### config.mk
export PLATFORM = sky130hd
export DESIGN_NAME = agc_update_sequencer
export DESIGN_NICKNAME = d
export VERILOG_FILES = /design/src/rtl/agc_update_sequencer.sv
export SDC_FILE = /design/constraint.sdc
export NUM_CORES = 1
export LEC_CHECK = 0
export BUFFER_PORTS_ARGS = -buffer_cell sky130_fd_sc_hd__buf_2
export CORE_MARGIN = 1.5
export CORE_UTILIZATION = 58
export CTS_CLUSTER_DIAMETER = 200
export DETAILED_ROUTE_END_ITERATION = 10
export PLACE_DENSITY = 0.82
export SETUP_SLACK_MARGIN = 0.1
export SYNTH_ARGS = -nofsm -noshare
export SYNTH_HDL_FRONTEND = slang
export SYNTH_SLANG_ARGS = --single-unit
### constraint.sdc
create_clock -name clk_50M -period 8.7 [get_ports clk_50M]
set_clock_uncertainty 0.05 [all_clocks]
set_input_delay 1.74 -clock clk_50M [delete_from_list [all_inputs] [get_ports clk_50M]]
set_output_delay 1.74 -clock clk_50M [all_outputs]
set_load 0.02 [all_outputs]
### src/rtl/agc_update_sequencer.sv
// AGC threshold update sequencer: snapshots a Vpp/TLV measurement, drives the shared
// pipelined divider, then saturates and publishes the next threshold level.
module agc_update_sequencer #(
  parameter int OFFSET   = 1397,
  parameter int GAIN     = 1550,
  parameter int DIV_LAT  = 8,
  parameter int VPP_MIN  = 16,
  parameter int TLV_INIT = 2048
) (
  input  logic        clk_50M,
  input  logic        rst,
  input  logic        found,
  input  logic [11:0] vpp,
  input  logic [11:0] tlv,
  output logic [21:0] div_numer,
  output logic [11:0] div_denom,
  output logic        div_clken,
  input  logic [21:0] div_quotient,
  output logic [11:0] tlvnxt,
  output logic        tlv_valid,
  output logic        busy,
  output logic        err_vpp,
  output logic        overrun
);

  // state   | meaning
  // IDLE    | waiting for a found rising edge
  // RUN     | divider enabled, counting DIV_LAT+1 cycles
  // CAPTURE | quotient settled; register saturated level
  // DONE    | start queued request if one is pending
  localparam logic [1:0] ST_IDLE    = 2'd0;
  localparam logic [1:0] ST_RUN     = 2'd1;
  localparam logic [1:0] ST_CAPTURE = 2'd2;
  localparam logic [1:0] ST_DONE    = 2'd3;

  localparam logic [4:0]  CNT_LAST = 5'(DIV_LAT);
  localparam logic [11:0] VPP_LIM  = 12'(VPP_MIN);
  localparam logic [11:0] OFS12    = 12'(OFFSET);
  localparam logic [22:0] OFS23    = 23'(OFFSET);

  logic [1:0]  state_q, state_d;
  logic [4:0]  cnt_q, cnt_d;
  logic        found_dly_q, found_dly_d;
  logic [21:0] op_numer_q, op_numer_d;
  logic [11:0] op_denom_q, op_denom_d;
  logic        pending_q, pending_d;
  logic [11:0] pend_vpp_q, pend_vpp_d;
  logic [11:0] pend_tlv_q, pend_tlv_d;
  logic [11:0] tlvnxt_q, tlvnxt_d;
  logic        tlv_valid_q, tlv_valid_d;
  logic        err_vpp_q, err_vpp_d;
  logic        overrun_q, overrun_d;

  logic        edge_e;
  logic        ld_req;
  logic [11:0] ld_vpp, ld_tlv;
  logic [22:0] sum;
  logic [11:0] sat_level;

  function automatic logic [21:0] scale(input logic [11:0] t);
    logic [11:0] diff;
    diff = (t > OFS12) ? t - OFS12 : 12'd0;
    return 22'(GAIN) * {10'd0, diff};
  endfunction

  assign edge_e    = found & ~found_dly_q;
  assign sum       = {1'b0, div_quotient} + OFS23;
  assign sat_level = (sum > 23'd4095) ? 12'hFFF : sum[11:0];

  always_comb begin
    state_d     = state_q;
    cnt_d       = cnt_q;
    found_dly_d = found;
    op_numer_d  = op_numer_q;
    op_denom_d  = op_denom_q;
    pending_d   = pending_q;
    pend_vpp_d  = pend_vpp_q;
    pend_tlv_d  = pend_tlv_q;
    tlvnxt_d    = tlvnxt_q;
    tlv_valid_d = 1'b0;
    err_vpp_d   = 1'b0;
    overrun_d   = 1'b0;
    ld_req      = 1'b0;
    ld_vpp      = vpp;
    ld_tlv      = tlv;

    case (state_q)
      ST_IDLE: begin
        if (edge_e) ld_req = 1'b1;
      end
      ST_RUN: begin
        cnt_d = cnt_q + 5'd1;
        if (cnt_q == CNT_LAST) state_d = ST_CAPTURE;
      end
      ST_CAPTURE: begin
        tlvnxt_d    = sat_level;
        tlv_valid_d = 1'b1;
        state_d     = ST_DONE;
      end
      default: begin
        if (pending_q) begin
          ld_req    = 1'b1;
          ld_vpp    = pend_vpp_q;
          ld_tlv    = pend_tlv_q;
          pending_d = 1'b0;
        end else if (edge_e) begin
          ld_req = 1'b1;
        end else begin
          state_d = ST_IDLE;
        end
      end
    endcase

    // A trigger in DONE with nothing queued is consumed directly above, not queued.
    if (edge_e && state_q != ST_IDLE && !(state_q == ST_DONE && !pending_q)) begin
      pend_vpp_d = vpp;
      pend_tlv_d = tlv;
      pending_d  = 1'b1;
      overrun_d  = pending_q && (state_q != ST_DONE);
    end

    if (ld_req) begin
      if (ld_vpp < VPP_LIM) begin
        err_vpp_d = 1'b1;
        state_d   = ST_IDLE;
      end else begin
        op_numer_d = scale(ld_tlv);
        op_denom_d = ld_vpp;
        cnt_d      = 5'd0;
        state_d    = ST_RUN;
      end
    end
  end

  always_ff @(posedge clk_50M or posedge rst) begin
    if (rst) begin
      state_q     <= ST_IDLE;
      cnt_q       <= 5'd0;
      found_dly_q <= 1'b0;
      op_numer_q  <= 22'd0;
      op_denom_q  <= 12'd0;
      pending_q   <= 1'b0;
      pend_vpp_q  <= 12'd0;
      pend_tlv_q  <= 12'd0;
      tlvnxt_q    <= 12'(TLV_INIT);
      tlv_valid_q <= 1'b0;
      err_vpp_q   <= 1'b0;
      overrun_q   <= 1'b0;
    end else begin
      state_q     <= state_d;
      cnt_q       <= cnt_d;
      found_dly_q <= found_dly_d;
      op_numer_q  <= op_numer_d;
      op_denom_q  <= op_denom_d;
      pending_q   <= pending_d;
      pend_vpp_q  <= pend_vpp_d;
      pend_tlv_q  <= pend_tlv_d;
      tlvnxt_q    <= tlvnxt_d;
      tlv_valid_q <= tlv_valid_d;
      err_vpp_q   <= err_vpp_d;
      overrun_q   <= overrun_d;
    end
  end

  assign div_numer = op_numer_q;
  assign div_denom = op_denom_q;
  assign div_clken = (state_q == ST_RUN);
  assign busy      = (state_q != ST_IDLE);
  assign tlvnxt    = tlvnxt_q;
  assign tlv_valid = tlv_valid_q;
  assign err_vpp   = err_vpp_q;
  assign overrun   = overrun_q;

endmodule

== Yosys cells after proc, flatten, opt, wreduce, memory -nomap -nowiden ==
Index checks and enable logic that the tools add are counted.
Cells by class
  bitwise operators: 3
  multiply operators: 1
  eq/ne operators: 10
  mux-type cells: 24
  reductions and logical operators: 12
  order comparisons: 3
  $add $sub $neg: 3
Operators by type and width (number)
  two-way mux 12 bit: 6
  adder 22 x 11 -> 23 bit, second input constant: 1
  > comparator 23 x 12 -> 1 bit, second input constant: 1
  multiplier 10 x 12 -> 21 bit, first input constant: 1
  two-way mux 5 bit: 3
  > comparator 12 x 11 -> 1 bit, second input constant: 1
  < comparator 12 x 5 -> 1 bit, second input constant: 1
  subtractor 12 x 11 -> 12 bit, second input constant: 1
  two-way mux 1 bit: 9
  two-way mux 2 bit: 4
  != test 4 x 2 -> 1 bit, second input constant: 2
  one-hot mux 2 bit (3 select lines): 1
  adder 5 x 1 -> 5 bit, second input constant: 1
  equality test 5 x 4 -> 1 bit, second input constant: 1
  equality test 2 bit, second input constant: 2
  logical AND 1 bit: 4
  != test 2 bit, second input constant: 2
  AND reduction 4 bit: 1
  != test 3 x 1 -> 1 bit, second input constant: 1
  OR reduction 3 bit: 1
  equality test 2 x 1 -> 1 bit, second input constant: 1
  zero test 1 bit: 2
  zero test 2 bit: 1
  != test 2 x 1 -> 1 bit, second input constant: 1
  6 further kinds: 7
Word-level totals
  output and inout bits: 51
  register bits after elaboration: 81
  logic and storage cells: 68

== Depth between registers and ports, before layout ==
  depth in word-level cells: 7
  mapped depth: 31
  depth with buffers taken out: 28

== Worst setup path before layout ==
Ideal clock, no wire load.
  path type: in2reg
  start point: input tlv[0]
  end point: register op_numer_q[15], in the netlist div_numer[15]
  arrival time: 6.955 ns
  path buffers: 1
  stages on the path: 25
  data required time: 8.581 ns
  setup slack: 1.626 ns
  cell sequence: mux2_2 -> inv_1 -> ha_1 -> o21bai_1 -> a211oi_1 -> o21ai_0 -> a21oi_2 -> nor2b_4 -> buf_6 -> a21oi_1 -> ha_1 -> ha_1 -> inv_1 -> fa_1 -> inv_1 -> fa_1 -> inv_1 -> fa_1 -> inv_1 -> ha_1 -> inv_1 -> o21bai_1 -> a21oi_1 -> or4b_2 -> nand3_1
Between the ends
  longest elaborated chain between the ends: 5
  elaborated cells between the ends (all ways): 6
  those cells by class: add/sub: 1; mul: 1; order compare: 1; mux: 3
RTL lines
  start: declaration: RTL line 14  | input logic [11:0] tlv,
  two-way mux 12 bit: RTL line 101  | if (pending_q) begin
  two-way mux 12 bit (*): RTL line 87  | case (state_q)
  subtractor 12 x 11 -> 12 bit or > comparator 12 x 11 -> 1 bit (tied branches): RTL line 62  | diff = (t > OFS12) ? t - OFS12 : 12'd0;
  two-way mux 12 bit (*): RTL line 62
  multiplier 10 x 12 -> 21 bit (*): RTL line 63  | return 22'(GAIN) * {10'd0, diff};
  end signal: assignment: RTL line 153  | op_numer_q <= op_numer_d;
  end: declaration: RTL line 44  | logic [21:0] op_numer_q, op_numer_d;
Mark *: on every way between the ends. The rest lies on a longest branch, timed or not.
A chain may end at the register's enable or synchronous reset.

== Worst setup path after layout ==
  start point: input tlv[0]
  end point: register op_numer_q[19], in the netlist div_numer[19]
The elaborated chain is that of the path after synthesis.

==> flow_summary.json <==
{
  "status": "complete, no violations",
  "ant_nets": 0,
  "io_pins": 100,
  "first_global_vias": 4916,
  "port_buffers": 98,
  "gr-total-overflow": 0,
  "min_path_type": "reg2reg",
  "dieHeight_um": 106,
  "yosysTopAreaCell": "dfrtp_1",
  "initial_utilization_pct": 59.9,
  "cts_resized": 0,
  "post_cts_buffers": 0,
  "tightestPinTransition_ns": 1.08,
  "synth_edf_count": 0,
  "hold_viol_final": 0,
  "hold_buffers": 0,
  "cts_sinks": 81,
  "wire_per_inst_um": 15.9,
  "syn_area_per_cell_um2": 9.81,
  "insertion_delay_ns": 0.37,
  "synthesis.nets": 777,
  "clock-root-buffer": "clkbuf_8",
  "synth_warnings": 0,
  "grt_pass1_wl_mm": 23.1,
  "cpMaxStageDelayCell": "fa_1",
  "grt_usage_pct": 25.6,
  "cpPeakStageDelay_ns": 0.53,
  "slew_headroom_pct": 27.5,
  "netlist.area_leader.share_pct": 32.2,
  "drtIter0Drc": 246,
  "dieWidth_um": 106,
  "cts.path.max_buffers": 2,
  "drc": 0,
  "ys_types": 66,
  "routed_via_density": 5.68,
  "crit_arrival_ns": 7.50,
  "worst-setup-path-type": "in2reg",
  "synth-seq-cells": 81,
  "crit_fanout": 17,
  "synth_cells": 633,
  "synthFlopType": "dfrtp_1",
  "rows": 37,
  "drv_cap": 0,
  "antenna_found_initial": 0,
  "syn_area_mm2": 0.00621,
  "rsz0062_at_grt": "false",
  "dpl.hpwl_mm": 10.9,
  "drive_above_1_share_pct": 22.5,
  "nFillCells": 839,
  "numCtsBuffers": 9,
  "core_area_mm2": 0.0104,
  "cpMostUsedCell": "inv_1",
  "gp_congestion": 0.948,
  "seq_area_frac_synth_pct": 32.7,
  "final_net_count": 871,
  "route.vias.total": 4933,
  "required_ns": 8.86,
  "cts_tree": "done",
  "grt_max_degree": 82,
  "drt_wl_total_mm": 13.8,
  "fmax_ghz": 0.136,
  "period_share_pct": 84.4,
  "diodes": 0,
  "synthArstFlopShare_pct": 100,
  "final_core_util_pct": 67.4,
  "cts_htree_levels": 3,
  "cts.clk_slew.worst_paths_ns": 0.09,
  "finalCriticalPeriod_ns": 7.34,
  "critPathLaunchType": "input pin",
  "fin_setup_tns_ns": 0,
  "synth.most_common_cell": "dfrtp_1",
  "die_area_mm2": 0.0113,
  "synthTopCellsByArea": "dfrtp_1 (32%), ha_1 (16%), fa_1 (5.5%), mux2_2 (5.1%), mux2i_1 (3.9%)",
  "synthTopCellsByCount": "dfrtp_1 (80), ha_1 (78), nand2_1 (54), inv_1 (52), nor2_1 (52)",
  "area_growth_pct": 12.7,
  "drv_slew": 0,
  "setup_viol": 0,
  "cp-end-kind": "register",
  "dr.pass1.iters": 4
}
-- placed cells by master (no fill, tap or decap), types with 7 or more instances in the layout --
master    synthesis  routed
nand2_1          54      54
nand3_1           8       8
buf_2             4      98
a21oi_1          15      15
o21ai_0          42      42
xor2_1           23      23
nor2b_1           7       7
dfrtp_1          80      80
fa_1             17      17
nor2_1           52      52
a31oi_1          17      17
mux2_2           28      28
o31ai_1           8       8
inv_1            52      51
nor3_1           10       9
xnor2_1          17      17
mux2i_1          24      24
clkbuf_8          0       9
ha_1             78      78
-- cells by family (layout without fill, tap and decap cells) --
| kind of cell | after synthesis | count (layout) | synth area share [%] |
|---|---|---|---|
| xor+xnor | 40 | 40 | 5.64 |
| other cells | 1 | 1 | 0.0604 |
| mux | 53 | 53 | 9.19 |
| fa+ha+maj | 95 | 95 | 21.2 |
| simple gates | 174 | 174 | 13.7 |
| buf+inv | 71 | 170 | 4.80 |
| compound gates | 118 | 118 | 12.8 |
| flops | 81 | 81 | 32.7 |
-- stage by stage --
stage	setup slack (ns)	instances	hold slack [ns]	instance area (µm²)
global route	0.902	868	0.460	6990
finish	1.36	868	0.431	6990
global placement	1.31	852	0.407	6810
detailed placement	1.01	852	0.412	6810
floorplan	1.63	633	0.427	6210
CTS	1.40	868	0.434	6990
-- routing by layer --
layer,up-vias,global-route usage (%),share of wire (%)
met5,-,0,0
met4,0,10.0,2.5
met3,32,4.41,4.1
met2,129,44.9,50
met1,2365,31.4,43
li1,2407,-,-
-- flip-flops by register name, summed over array words and instances (netlist names) --
| register | cells |
|---|---|
| pend_vpp_q | 12 |
| cnt_q | 5 |
| tlvnxt | 12 |
| found_dly_q | 1 |
| state_q | 2 |
| err_vpp | 1 |
| overrun | 1 |
| div_denom | 12 |
| pending_q | 1 |
| tlv_valid | 1 |
| div_numer | 21 |
| pend_tlv_q | 12 |
-- worst paths after layout --
path,start,endpoint,slack (ns),cells past startpoint
min in group asynchronous,rst,overrun$_DFF_PP0_,1.64,3
max in group asynchronous,rst,div_denom[9]$_DFFE_PP0P_,6.34,3
worst max-delay path,tlv[0],div_numer[19]$_DFFE_PP0P_,1.36,27
worst min-delay path,div_numer[18]$_DFFE_PP0P_,div_numer[18]$_DFFE_PP0P_,0.43,2
worst min register to register,div_numer[18]$_DFFE_PP0P_,div_numer[18]$_DFFE_PP0P_,0.43,2
worst max register to register,state_q[0]$_DFFE_PP0P_,div_numer[19]$_DFFE_PP0P_,1.39,28
-- area by class of cell --
class	instances	area (µm²)	share of cell area, %
Sequential cell	81	2030	29.0
Clock inverter	5	57.6	0.823
Clock buffer	11	131	1.88
Inverter	52	196	2.81
Tap cell	136	170	2.43
Multi-Input combinational cell	481	3890	55.6
Timing Repair Buffer	102	520	7.44
-- critical path: cells and delay by family --
kind	cells	cell delay, ns
simple gates	1	0.13
xor+xnor	1	0.15
mux	1	0.21
fa+ha+maj	7	2.47
buf+inv	6	0.41
compound gates	11	2.40
Power is not shown: default switching activity piles up to over one toggle a cycle in this logic, so the estimate is an artifact.
